File: src/rtl/student_fir_pkg.sv
// Shared types and default widths for the FIR slice sample path.
package student_fir_pkg;

    localparam int SAMPLE_ADDR_W = 10;
    localparam int SAMPLE_DATA_W = 16;

    typedef enum logic [1:0] {
        ST_CLEAR = 2'd0,
        ST_IDLE  = 2'd1,
        ST_READ  = 2'd2,
        ST_DRAIN = 2'd3
    } sample_rd_state_e;

endpackage

File: src/rtl/student_sample_reader.sv
// Ring-buffer controller: writes each sample to the sample RAM, then streams the newest NumTaps back newest-first.
// Optional STUDENT_SAMPLE_CLEAR_EN zero-fills the whole ring after reset before accepting samples.
module student_sample_reader
    import student_fir_pkg::*;
#(
    parameter int AddrWidth = SAMPLE_ADDR_W,
    parameter int DataSize  = SAMPLE_DATA_W,
    parameter int NumTaps   = 64
) (
    input  logic                 clk_i,
    input  logic                 rst_i,
    input  logic                 sample_valid_i,
    output logic                 sample_ready_o,
    input  logic [DataSize-1:0]  sample_i,
    output logic                 ram_ena_o,
    output logic                 ram_wea_o,
    output logic [AddrWidth-1:0] ram_addra_o,
    output logic [DataSize-1:0]  ram_dia_o,
    output logic                 ram_enb_o,
    output logic [AddrWidth-1:0] ram_addrb_o,
    input  logic [DataSize-1:0]  ram_dob_i,
    output logic                 tap_valid_o,
    output logic [AddrWidth-1:0] tap_idx_o,
    output logic                 tap_last_o,
    output logic [DataSize-1:0]  tap_data_o,
    output logic                 busy_o
);

    localparam logic [AddrWidth-1:0] LastK   = AddrWidth'(NumTaps - 1);
    localparam logic [AddrWidth-1:0] AddrMax = '1;

    if (NumTaps < 1 || NumTaps > (1 << AddrWidth)) begin : g_bad_num_taps
        $error("NumTaps must lie in 1 .. 2**AddrWidth");
    end

    sample_rd_state_e state_q, state_d;
    logic [AddrWidth-1:0] wr_ptr_q, wr_ptr_d;
    logic [AddrWidth-1:0] base_q, base_d;
    logic [AddrWidth-1:0] k_q, k_d;

    logic                 ready_c;
    logic                 ena_c;
    logic [AddrWidth-1:0] addra_c;
    logic [DataSize-1:0]  dia_c;
    logic                 rd_issue_c;
    logic [AddrWidth-1:0] addrb_c;

    logic                 tap_valid_p1;
    logic                 tap_last_p1;
    logic [AddrWidth-1:0] tap_idx_p1;

    always_comb begin
        state_d    = state_q;
        wr_ptr_d   = wr_ptr_q;
        base_d     = base_q;
        k_d        = k_q;
        ready_c    = 1'b0;
        ena_c      = 1'b0;
        addra_c    = wr_ptr_q;
        dia_c      = '0;
        rd_issue_c = 1'b0;
        addrb_c    = base_q - k_q;

        case (state_q)
`ifdef STUDENT_SAMPLE_CLEAR_EN
            // The write pointer doubles as the clear address and wraps back to 0 on exit.
            ST_CLEAR: begin
                ena_c    = 1'b1;
                wr_ptr_d = wr_ptr_q + 1'b1;
                if (wr_ptr_q == AddrMax) begin
                    state_d = ST_IDLE;
                end
            end
`endif
            ST_IDLE: begin
                ready_c = 1'b1;
                if (sample_valid_i) begin
                    ena_c    = 1'b1;
                    dia_c    = sample_i;
                    base_d   = wr_ptr_q;
                    wr_ptr_d = wr_ptr_q + 1'b1;
                    k_d      = '0;
                    state_d  = ST_READ;
                end
            end
            ST_READ: begin
                rd_issue_c = 1'b1;
                k_d        = k_q + 1'b1;
                if (k_q == LastK) begin
                    state_d = ST_DRAIN;
                end
            end
            ST_DRAIN: begin
                state_d = ST_IDLE;
            end
            default: begin
                state_d = ST_IDLE;
            end
        endcase
    end

    // p0 -> p1: tap sideband registered so it lines up with the RAM read data
    always_ff @(posedge clk_i) begin
        if (rst_i) begin
`ifdef STUDENT_SAMPLE_CLEAR_EN
            state_q <= ST_CLEAR;
`else
            state_q <= ST_IDLE;
`endif
            wr_ptr_q     <= '0;
            base_q       <= '0;
            k_q          <= '0;
            tap_valid_p1 <= 1'b0;
            tap_last_p1  <= 1'b0;
            tap_idx_p1   <= '0;
        end else begin
            state_q      <= state_d;
            wr_ptr_q     <= wr_ptr_d;
            base_q       <= base_d;
            k_q          <= k_d;
            tap_valid_p1 <= rd_issue_c;
            tap_last_p1  <= rd_issue_c && (k_q == LastK);
            tap_idx_p1   <= k_q;
        end
    end

    // Combinational outputs are forced low while reset is asserted.
    assign sample_ready_o = ready_c && !rst_i;
    assign ram_ena_o      = ena_c && !rst_i;
    assign ram_wea_o      = ram_ena_o;
    assign ram_addra_o    = rst_i ? '0 : addra_c;
    assign ram_dia_o      = rst_i ? '0 : dia_c;
    assign ram_enb_o      = rd_issue_c && !rst_i;
    assign ram_addrb_o    = rst_i ? '0 : addrb_c;
    assign busy_o         = (state_q != ST_IDLE) && !rst_i;

    assign tap_valid_o = tap_valid_p1;
    assign tap_idx_o   = tap_idx_p1;
    assign tap_last_o  = tap_last_p1;
    assign tap_data_o  = ram_dob_i;

endmodule

File: config.mk
export PLATFORM = sky130hd
export DESIGN_NAME = student_sample_reader
export DESIGN_NICKNAME = d
export VERILOG_FILES = /design/src/rtl/student_fir_pkg.sv /design/src/rtl/student_sample_reader.sv
export SDC_FILE = /design/constraint.sdc
export NUM_CORES = 1
export LEC_CHECK = 0
export BUFFER_PORTS_ARGS = -buffer_cell sky130_fd_sc_hd__buf_2
export CORE_ASPECT_RATIO = 1.75
export CORE_MARGIN = 1.5
export CORE_UTILIZATION = 35
export CTS_BUF_LIST = sky130_fd_sc_hd__clkbuf_8
export DETAILED_ROUTE_END_ITERATION = 8
export PLACE_DENSITY = 0.65
export SLEW_MARGIN = 40
export SYNTH_ARGS = -nofsm -noshare
export SYNTH_HDL_FRONTEND = slang
export SYNTH_SLANG_ARGS = --single-unit
File: constraint.sdc
create_clock -name clk_i -period 3.4 [get_ports clk_i]
set_clock_uncertainty 0.2 [all_clocks]
set_input_delay 0.68 -clock clk_i [delete_from_list [all_inputs] [get_ports clk_i]]
set_output_delay 0.68 -clock clk_i [all_outputs]
set_load 0.02 [all_outputs]
After elaboration in Yosys (flattened, before gate mapping)
Index checks and enable logic that the tools add are counted.
Widths: inputs -> output; s select.
{"block": "totals", "elab_cells": 40, "latch_bits": 0, "regBits": 44, "memories": 0, "ramBits": 0, "input_bits": 35, "rom_bits": 0}
{"block": "classes", "n_bitwise": 0, "reduce_logical": 10, "mux": 14, "n_eq_ne": 6, "multipliers": 0, "div_mod_pow": 0, "n_lt_le_gt_ge": 0, "shift": 0, "addsub": 3}
{"op": "$mux 16", "n": 3}
{"op": "$mux 10", "n": 3}
{"op": "$add 10x1->10 const B", "n": 2}
{"op": "$pmux 10 s2", "n": 1}
{"op": "$eq 10x6->1 const B", "n": 1}
{"op": "$sub 10x10->10", "n": 1}
{"op": "$reduce_and 2->1", "n": 3}
{"op": "$logic_and 1x1->1", "n": 5}
{"op": "$mux 1", "n": 4}
{"op": "$mux 2", "n": 2}
{"op": "$ne 2x2->1 const B", "n": 2}
{"op": "$pmux 2 s2", "n": 1}
{"op": "$eq 2x1->1 const B", "n": 1}
{"op": "$eq 2x2->1 const B", "n": 1}
{"op": "$ne 2x1->1 const B", "n": 1}
{"op": "$reduce_bool 2->1", "n": 1}
{"op": "$logic_not 1->1", "n": 1}

Logic depth before layout (Yosys ltp)
Gate-level depths: netlist of the first run.
{"block": "logic_depth", "depth_word": 3, "mapped_depth": 8, "mapped_depth_nobuf": 8}

Least setup slack after synthesis of the first run
No wires, ideal clock.
{"block": "synth_timing", "path_kind": "flip-flop to output port", "from": "reg k_q[2]", "to": "out ram_addrb_o[8]", "arrival_time_ps": 2111, "required_ps": 2520, "path_stages_with_launch": 8, "slack_ps": 409, "cell_sequence": "dfxtp_1 inv_1 ha_1 nor2b_4 o31a_1 or4_1 a31oi_1 mux2_1"}
{"block": "synth_between", "elab_chain_len": 2}
{"element": "from (decl)", "line_no": "student_sample_reader.sv:39", "source": "logic [AddrWidth-1:0] k_q, k_d;"}
{"element": "from (signal assigned)", "line_no": "student_sample_reader.sv:120", "source": "k_q <= k_d;"}
{"element": "$sub 10x10->10", "line_no": "student_sample_reader.sv:62", "source": "addrb_c = base_q - k_q;"}
{"element": "$mux 10", "line_no": "student_sample_reader.sv:134", "source": "assign ram_addrb_o = rst_i ? '0 : addrb_c;"}
{"element": "to (decl)", "line_no": "student_sample_reader.sv:20", "source": "output logic [AddrWidth-1:0] ram_addrb_o,"}
Every way passes these cells.

Final worst setup path of the first run
Ends and elaborated chain as after synthesis.

==> flow_metrics.env, run 1 <==
export IMPL_dpl_cell_count=428
export IMPL_rr_endpoint="addra_c[4]$_SDFFE_PP0P_"
export IMPL_detailed_place_hpwl_um=4310
export IMPL_sinks_on_clock_net=44
export IMPL_clock_power_share_pct=30.0
export IMPL_fp_dieW_um=65.8
export IMPL_m1WireLength_um=2100
export IMPL_vias_per_cell=4.86
export IMPL_synth_top_area_share_pct=36.4
export IMPL_finalCritPeriodShare_pct=99.2
export IMPL_reg2reg_setup_slack_ps=1170
export IMPL_antennaDiodeCount=0
export IMPL_power_switching_fraction_pct=33.9
export IMPL_crit_start="k_q[2]$_SDFFE_PP0P_"
export IMPL_number_of_buffer_and_inverter_stages_on_the_critical_path=2
export IMPL_run_status="finished, final reports clean"
export IMPL_crit_family="simple AND/OR/NAND/NOR gates"
export IMPL_initial_antenna_violation_count=0
export IMPL_synth_area_per_cell_um2=7.98
export IMPL_critical_path_slowest_cell="or4_1"
export IMPL_slew_limit_headroom_pct=63.3
export IMPL_postRouteAntennaNets=0
export IMPL_cts_made_buffers=5
export IMPL_area_growth_synth_to_final_pct=20.0
export IMPL_critical_path_reg2reg_startpoint="state_q[0]$_SDFFE_PP1P_"
export IMPL_tritoncts="done"
export IMPL_drt_first_pass_iters=4
export IMPL_synth_seq_cells=44
export IMPL_crit_end="ram_addrb_o[8]"
export IMPL_placement_rows=39
export IMPL_synthFlopType="dfxtp_1"
export IMPL_die_area_um2=7440
export IMPL_synthDominantAreaCellType="dfxtp_1"
export IMPL_final_layout_size_suffix_gt1_share_pct=26.8
export IMPL_synth_nets=353
export IMPL_detailedRoute_firstIterationViolations=56
export IMPL_cp_max_fo=5
export IMPL_critical_path_required_ps=2520
export IMPL_yosysWarnings=0
export IMPL_final_cell_area_um2=2900
export IMPL_dpl_instance_area_um2=2720
export IMPL_synth_seq_area_share_pct=36.4
export IMPL_final_util_pct=44.1
export IMPL_synth_enable_flop_cells=0
export IMPL_hold_start="base_q[4]$_SDFFE_PP0P_"
export IMPL_cpPeakStageDelay_ps=400
export IMPL_wl_met2_um=3030
export IMPL_finalWorstPathRequiredPeriod_ps=3370
export IMPL_globalRoute_totalOverflow=0
export IMPL_pd_cells_nw_per_um2=489
export IMPL_hold_path_cell_count=2
export IMPL_dp_worst_setup_slack_ps=186
export IMPL_initial_core_util_pct=36.7
export IMPL_combinationalPowerShare_pct=29.9
export IMPL_placeableCoreArea_um2=6590
export IMPL_max_cap_violations=0
export IMPL_share_seq_of_total_power_pct=40.1
export IMPL_routed_wl_um=5560
export IMPL_grt_max_degree=32
export IMPL_grt_pass1_wl_um=8780
export IMPL_post_route_drc_count=0
export IMPL_netSwitchingPower_mw=0.481
export IMPL_clock_tree_htree_level_count=2
export IMPL_nNetsFinal=404
export IMPL_path_clk_slew_ps=90
export IMPL_layout_setup_ws_ps=28.6
export IMPL_setup_tns_ps=0
export IMPL_timing_critical_path_from_type="flip-flop"
export IMPL_cp_num_cells=8
export IMPL_synthCells=303
export IMPL_reg2reg_depth=7
export IMPL_grtUsageTotal_pct=15.2
export IMPL_post_synth_instance_area_um2=2420
export IMPL_route_detailed_wl_per_inst_um=12.7
export IMPL_met3RoutedLength_um=260
export IMPL_port_buffers=71
export IMPL_top_routing_layer_in_use="met4"
export IMPL_p_int_mw=0.938
export IMPL_clk_insertion_delay_late_ps=310
export IMPL_final_max_slew_viol_count=0
export IMPL_maximum_vdd_drop_mv=0.243
export IMPL_fmax_mhz=297
export IMPL_crit_path_cell_chain="inv_2, ha_4, nor2b_4, o31a_1, or4_1, a31oi_1, mux2_1, buf_6"
export IMPL_rsz0062_at_grt="yes"
export IMPL_gp_congestion=0.789
export IMPL_post_synth_num_cell_types=40
export IMPL_min_path_type="flip-flop to flip-flop"
export IMPL_kind_of_capture_point_of_the_worst_setup_path="primary output"
export IMPL_vias=2124
export IMPL_synth_top_cells_by_area="dfxtp_1, ha_1, nor2_1"
export IMPL_worst_tran_pin_value_ps=546
export IMPL_cp_data_arrival_time_ps=2490
export IMPL_first_global_vias=1979
export IMPL_p_leak_nw=1.39
export IMPL_hold_violations=0
export IMPL_root_buffer="clkbuf_8"
export IMPL_worstSetupPathType="flip-flop to primary output"
export IMPL_setup_viol=0
export IMPL_floorplan_io_pins=104
export IMPL_clock_path_buffers=2
export IMPL_asyncSetResetFlopFracSynth_pct=0
export IMPL_layout_cells_non_filler=437
export IMPL_floorplan_die_height_um=113
[state kept, by name, indices dropped and copies added (netlist names)]
name and cells:
tap_valid_o 1, tap_idx_o 10, k_q 10, tap_last_o 1, state_q 2, base_q 10, addra_c 10
[synth_stat cells, types with 2 or more instances]
cell type and number:
buf_4 17, clkbuf_1 13, nand4_1 4, inv_1 14, nor2b_1 17, nand2_1 37, xor2_1 8, nand2b_1 3
ha_1 14, o21ai_0 7, a31oi_1 2, xnor2_1 10, a211oi_1 3, nor2_1 38, nor4_1 2, nor3_1 7
or4_1 2, and3_1 21, dfxtp_1 44, o21a_1 4, a21oi_1 17
[metrics by stage]
stage	total power, mW	hold slack, ps
3_3_place_gp	0.992	246
2_1_floorplan	0.911	236
5_1_grt	1.50	297
3_5_place_dp	0.999	252
6_report	1.42	263
4_1_cts	1.43	266
[area by class of cell]
| cell class | count | area, um^2 |
|---|---|---|
| clock buffer | 6 | 82.6 |
| inverter | 14 | 52.6 |
| multi-input combinational | 214 | 1340 |
| clock inverter | 2 | 38.8 |
| timing repair buffer | 75 | 392 |
| sequential | 44 | 891 |
| tap | 82 | 103 |
| fill | 696 | 3680 |
[power groups by stage]
stage                     clock (mW)  combinational, mW  sequential [mW]
after CTS                      0.437              0.424            0.568
after floorplan                    0              0.335            0.576
after global routing           0.455              0.469            0.572
after global placement             0              0.414            0.578
after detailed placement           0              0.420            0.580
final                          0.426              0.424            0.568
[worst min path at each step]
stage	endpoint
2_1_floorplan	base_q[0]$_SDFFE_PP0P_
3_3_place_gp	base_q[0]$_SDFFE_PP0P_
3_5_place_dp	base_q[4]$_SDFFE_PP0P_
4_1_cts	base_q[4]$_SDFFE_PP0P_
5_1_grt	base_q[4]$_SDFFE_PP0P_
6_report	base_q[4]$_SDFFE_PP0P_
[tightest hold or removal path: stages, from the launching register on]
cell and delay (ps):
dfxtp_1 320, nand2_1 50, a21oi_1 50
[repair_timing]
action                     CTS  global route
setup buffers                0             1
hold buffers                 0             0
pin swaps                    1             0
setup endpoints to repair    2             2
cloned                       0             0
resized for setup            7             8
[metal layers]
layer / up-vias / GRT usage (%)
met4: 0 / 7.36
met2: 60 / 27.9
li1: 1089 / -
met5: - / 0
met3: 14 / 3.38
met1: 961 / 15.6
[cells by family (layout without fill, tap and decap cells)]
group / count (synthesis) / count (layout) / synth area share (%)
flops: 44 / 44 / 36.4
fa+ha+maj: 15 / 15 / 8.07
xor+xnor: 18 / 18 / 6.52
buf+inv: 45 / 97 / 9.67
simple gates: 139 / 139 / 28.6
mux: 2 / 2 / 0.879
compound gates: 40 / 40 / 9.88
[placed cells by master, fill, tap and decap left out, drive strengths merged]
master	instances
buf	75
dfxtp	44
nor2	38
nand2	37
and3	21
nor2b	18
a21oi	17
inv	14
ha	14
xnor2	10
xor2	8
o21ai	8
nor3	7
clkbuf	6
o21a	4
nand4	4
nand2b	3
a211oi	3
or4	2
a31oi	2
nor4	2
o31a	1
mux2	1
a21o	1
o2111ai	1
and2b	1
and2	1
mux2i	1
nand4b	1
or3	1
nand3	1
a22oi	1
a21boi	1
nor3b	1
a32oi	1
and4	1
fa	1
bufinv	1
clkinv	1
(Power assumes the default switching activity.)
==> inputs of run 2 (changes only) <==
Settings changed: ABC_AREA set to 1, PLACE_DENSITY 0.65 to 0.64.
==> flow_metrics.env, run 2 <==
export IMPL_port_buffers=71
export IMPL_cts_resized_gates=0
export IMPL_critical_path_required_ps=2520
export IMPL_nNetsFinal=485
export IMPL_post_route_drc_count=0
export IMPL_synthDominantAreaCellType="dfxtp_1"
export IMPL_yosys_top_cells_count="nor2_1, inv_1, nand2_1"
export IMPL_path_clk_slew_ps=80
export IMPL_finalCritPeriodShare_pct=86.2
export IMPL_grt_max_degree=21
export IMPL_cts_made_buffers=5
export IMPL_vias=2402
export IMPL_routed_wl_um=5880
export IMPL_synthCells=381
export IMPL_max_cap_violations=0
export IMPL_gp_congestion=0.837
export IMPL_cp_data_arrival_time_ps=2050
export IMPL_synth_nets=431
export IMPL_clock_path_buffers=2
export IMPL_maximum_vdd_drop_mv=0.150
export IMPL_rsz0062_at_grt="no"
export IMPL_root_buffer="clkbuf_8"
export IMPL_asyncSetResetFlopFracSynth_pct=0
export IMPL_setup_viol=0
export IMPL_sinks_on_clock_net=44
export IMPL_worstSetupPathType="flip-flop to primary output"
export IMPL_fp_dieW_um=68.1
export IMPL_final_layout_size_suffix_gt1_share_pct=22.2
export IMPL_yosysWarnings=0
export IMPL_post_cts_hold_buffer_count=0
export IMPL_initial_antenna_violation_count=0
export IMPL_layout_common_cells="nor2_1, buf_2, inv_1, nand2_1, dfxtp_1"
export IMPL_timing_critical_path_from_type="flip-flop"
export IMPL_cp_max_fo=4
export IMPL_fmax_mhz=341
export IMPL_clock_tree_htree_level_count=2
export IMPL_route_detailed_wl_per_inst_um=11.3
export IMPL_most_frequent_cell_after_synthesis="nor2_1"
export IMPL_tritoncts="done"
export IMPL_setup_tns_ps=0
export IMPL_floorplan_io_pins=104
export IMPL_finalWorstPathRequiredPeriod_ps=2930
export IMPL_antennaDiodeCount=0
export IMPL_globalRoute_totalOverflow=0
export IMPL_final_cell_area_um2=2990
export IMPL_initial_core_util_pct=36.2
export IMPL_mostFrequentLayoutCell="nor2_1"
export IMPL_detailed_place_hpwl_um=4870
export IMPL_area_growth_synth_to_final_pct=15.1
export IMPL_postRouteAntennaNets=0
export IMPL_drt_first_pass_iters=4
export IMPL_placeableCoreArea_um2=7180
export IMPL_grt_pass1_wl_um=9310
export IMPL_final_max_slew_viol_count=0
export IMPL_detailedRoute_firstIterationViolations=89
export IMPL_min_path_type="flip-flop to flip-flop"
export IMPL_synth_area_per_cell_um2=6.82
export IMPL_post_cts_repair_setup_buffers=0
export IMPL_run_status="finished, final reports clean"
export IMPL_vias_per_cell=4.60
export IMPL_synth_top_cells_by_area="dfxtp_1, nor2_1, inv_1"
export IMPL_pd_cells_nw_per_um2=584
export IMPL_clk_insertion_delay_late_ps=300
export IMPL_synth_seq_cells=44
export IMPL_slew_limit_headroom_pct=75.3
export IMPL_post_synth_num_cell_types=32
export IMPL_post_synth_instance_area_um2=2600
export IMPL_hold_violations=0
export IMPL_synth_enable_flop_cells=0
export IMPL_synth_seq_area_share_pct=33.9
export IMPL_dpl_instance_area_um2=2900
export IMPL_fill_cell_instance_count_of_the_final_layout=793
export IMPL_p_leak_nw=1.57
export IMPL_grtUsageTotal_pct=15.3
export IMPL_synthFlopType="dfxtp_1"
export IMPL_worst_tran_pin_value_ps=368
export IMPL_die_area_um2=7970
export IMPL_floorplan_die_height_um=117
export IMPL_first_global_vias=2153
export IMPL_kind_of_capture_point_of_the_worst_setup_path="primary output"
export IMPL_placement_rows=41
export IMPL_fin_worst_hold_slack_ps=274
export IMPL_synth_top_area_share_pct=33.9
run 2: final timing paths:
kind,start,to,slack [ps],depth (start not counted)
worst max-delay path,base_q[0]$_SDFFE_PP0P_,ram_addrb_o[8],470,11
worst min-delay path,base_q[0]$_SDFFE_PP0P_,base_q[0]$_SDFFE_PP0P_,270,2
worst max register to register,state_q[0]$_SDFFE_PP1P_,addra_c[6]$_SDFFE_PP0P_,1410,10
worst min register to register,base_q[0]$_SDFFE_PP0P_,base_q[0]$_SDFFE_PP0P_,270,2
run 2: cell families (layout without fill, tap and decap cells):
family                     Yosys count  after routing  share of synthesized area [%]
AOI/OAI and AO/OA                   44             44                           9.92
adders and majority gates           15             15                           7.51
and+or+nand+nor                    180            180                           30.7
DFF                                 44             44                           33.9
xor gates and xnor gates             3              3                           1.01
buffers and inverters               95            150                           17.0
run 2: metal layers:
metal / global-route usage [%] / wire (um) / vias up
li1: - / - / 1263
met1: 16.0 / 2250 / 1100
met2: 28.0 / 3270 / 32
met3: 3.35 / 248 / 7
met4: 7.47 / 112 / 0
met5: 0 / 0 / -
run 2: cell type report:
class	instances	area, um^2	share of cell area, %
clock inverter	2	10.0	0.335
sequential	44	881	29.5
clock buffer	6	82.6	2.76
inverter	68	255	8.54
multi-input combinational	242	1280	42.7
timing repair buffer	74	378	12.6
tap	86	108	3.60
run 2: stage by stage:
stage	worst slack, ps	std cells	utilization, %	power [mW]
2_1_floorplan	882	381	-	1.26
3_3_place_gp	779	514	40.3	1.40
3_5_place_dp	764	514	40.3	1.42
4_1_cts	420	522	41.6	1.77
5_1_grt	283	522	41.6	1.89
6_report	469	522	41.6	1.75
run 2: power by group:
group          switching (mW)  internal (mW)
registers              0.0371          0.566
logic                   0.524          0.276
clock network           0.180          0.162
run 2: critical path, stage by stage (launching register included):
cell and delay [ps]:
dfxtp_1 330, inv_1 40, ha_1 210, fa_1 350, inv_1 90, nand3_1 70, nand2_1 140, nand3_1 120
nand3_1 100, nand2_1 50, nor2_1 90, buf_2 160
==> inputs of run 3 (changes only) <==
Settings changed: ABC_AREA 1 to not set, PLACE_DENSITY 0.64 to 0.65, SETUP_SLACK_MARGIN set to 0.2.
==> flow_metrics.env, run 3 (synthesis gave the netlist of run 1 again) <==
export IMPL_final_layout_size_suffix_gt1_share_pct=28.9
export IMPL_power_switching_fraction_pct=33.9
export IMPL_kind_of_capture_point_of_the_worst_setup_path="primary output"
export IMPL_cts_made_buffers=5
export IMPL_fmax_mhz=296
export IMPL_max_cap_violations=0
export IMPL_final_util_pct=44.8
export IMPL_critical_path_slowest_cell="or4_1"
export IMPL_detailedRoute_firstIterationViolations=59
export IMPL_clk_insertion_delay_late_ps=310
export IMPL_timing_critical_path_from_type="flip-flop"
export IMPL_hold_path_cell_count=2
export IMPL_fin_worst_hold_slack_ps=262
export IMPL_initial_core_util_pct=36.7
export IMPL_hold_violations=0
export IMPL_cp_max_fo=6
export IMPL_p_leak_nw=1.41
export IMPL_layout_common_cells="buf_2, dfxtp_1, nor2_1, nand2_1, and3_1"
export IMPL_antennaDiodeCount=0
export IMPL_first_global_vias=2003
export IMPL_clock_power_share_pct=29.8
export IMPL_grt_pass1_wl_um=8890
export IMPL_worstSetupPathType="flip-flop to primary output"
export IMPL_mostFrequentLayoutCell="buf_2"
export IMPL_floorplan_die_height_um=113
export IMPL_sinks_on_clock_net=44
export IMPL_hold_start="base_q[4]$_SDFFE_PP0P_"
export IMPL_run_status="finished, final reports clean"
export IMPL_fp_dieW_um=65.8
export IMPL_rsz0062_at_grt="yes"
export IMPL_globalRoute_totalOverflow=0
export IMPL_min_path_type="flip-flop to flip-flop"
export IMPL_placeableCoreArea_um2=6590
export IMPL_rr_endpoint="addra_c[4]$_SDFFE_PP0P_"
export IMPL_cp_data_arrival_time_ps=2500
export IMPL_critical_path_reg2reg_startpoint="state_q[0]$_SDFFE_PP1P_"
export IMPL_reg2reg_depth=7
export IMPL_finalWorstPathRequiredPeriod_ps=3380
export IMPL_maximum_vdd_drop_mv=0.244
export IMPL_cpPeakStageDelay_ps=400
export IMPL_number_of_buffer_and_inverter_stages_on_the_critical_path=1
export IMPL_finalCritPeriodShare_pct=99.3
export IMPL_final_max_slew_viol_count=0
export IMPL_root_buffer="clkbuf_8"
export IMPL_p_int_mw=0.946
export IMPL_detailed_place_hpwl_um=4310
export IMPL_crit_family="compound AO/OA/AOI/OAI gates"
export IMPL_slew_limit_headroom_pct=63.6
export IMPL_floorplan_io_pins=104
export IMPL_die_area_um2=7440
export IMPL_pd_cells_nw_per_um2=485
export IMPL_netSwitchingPower_mw=0.486
export IMPL_hold_end="base_q[4]$_SDFFE_PP0P_"
export IMPL_post_route_drc_count=0
export IMPL_initial_antenna_violation_count=0
export IMPL_share_seq_of_total_power_pct=39.7
export IMPL_clock_tree_htree_level_count=2
export IMPL_route_detailed_wl_per_inst_um=12.8
export IMPL_reg2reg_setup_slack_ps=1170
export IMPL_crit_path_cell_chain="ha_4, fa_2, nor2b_4, o31a_1, or4_1, a31oi_1, mux2_1, buf_6"
export IMPL_nNetsFinal=406
export IMPL_area_growth_synth_to_final_pct=22.0
export IMPL_port_buffers=71
export IMPL_worst_tran_pin_value_ps=543
export IMPL_tritoncts="done"
export IMPL_combinationalPowerShare_pct=30.5
export IMPL_clock_path_buffers=2
export IMPL_drt_first_pass_iters=4
export IMPL_vias_per_cell=4.89
export IMPL_critical_path_required_ps=2520
export IMPL_setup_viol=0
export IMPL_vias=2146
export IMPL_placement_rows=39
export IMPL_gp_congestion=0.789
export IMPL_cp_num_cells=8
export IMPL_path_clk_slew_ps=80
export IMPL_grt_max_degree=32
export IMPL_post_cts_hold_buffer_count=0
export IMPL_grtUsageTotal_pct=15.4
export IMPL_routed_wl_um=5630
export IMPL_postRouteAntennaNets=0
-- run 3: cell types whose count changed in the layout (fill, tap and decap cells not counted), sizes merged, moves of 6 or more --
cell,delta
nor2b,+18
and3,+21
nand3,-19
nor2,-45
inv,-54
xor2,+6
xnor2,+9
nand2,-28
-- run 3: worst max-delay path by stage --
stage                                       from        endpoint
after CTS                 base_q[0]$_SDFFE_PP0P_  ram_addrb_o[8]
after detailed placement     k_q[2]$_SDFFE_PP0P_  ram_addrb_o[8]
after floorplan              k_q[2]$_SDFFE_PP0P_  ram_addrb_o[8]
after global placement       k_q[2]$_SDFFE_PP0P_  ram_addrb_o[8]
after global routing      base_q[0]$_SDFFE_PP0P_  ram_addrb_o[8]
final                        k_q[0]$_SDFFE_PP0P_  ram_addrb_o[8]
-- run 3: power by group through the flow --
stage / Clock (mW) / Sequential (mW) / Combinational, mW
after floorplan: 0 / 0.576 / 0.335
after global placement: 0 / 0.578 / 0.414
after detailed placement: 0 / 0.580 / 0.420
after CTS: 0.437 / 0.569 / 0.438
after global routing: 0.455 / 0.573 / 0.483
final: 0.426 / 0.569 / 0.437
-- run 3: stage by stage --
stage / cells / area, um^2 / setup WS (ps) / TNS, ps / power, mW
floorplan: 303 / 2420 / 409 / 0 / 0.911
global placement: 428 / 2720 / 231 / 0 / 0.992
detailed placement: 428 / 2720 / 186 / 0 / 0.999
CTS: 437 / 2920 / -12.1 / -12.1 / 1.44
global route: 439 / 2950 / -73.0 / -73.0 / 1.51
finish: 439 / 2950 / 22.6 / 0 / 1.43
-- run 3: timing repair --
action | CTS | global route
resized for setup | 20 | 6
setup endpoints to repair | 2 | 3
setup buffers | 1 | 2
pin swaps | 4 | 4
-- run 3: worst reg2reg max path, stage by stage, from the launching register on --
cell,delay [ps]
dfxtp_1,400
ha_1,280
and2_1,430
buf_4,310
and3_1,240
nand2_1,80
xor2_1,130
nor2_1,50
-- run 3: metal layers --
metal | share of wire (%) | vias up | track usage (%)
li1 | - | 1096 | -
met3 | 4.5 | 11 | 3.48
met1 | 37 | 985 | 15.5
met5 | 0 | - | 0
met4 | 2.2 | 0 | 6.94
met2 | 56 | 54 | 29.0
-- run 3: final cells by class --
cell class	instances	area [um^2]
Fill cell	694	3640
Inverter	14	55.1
Multi-Input combinational cell	214	1370
Tap cell	82	103
Clock buffer	6	82.6
Timing Repair Buffer	77	413
Sequential cell	44	893
Clock inverter	2	38.8
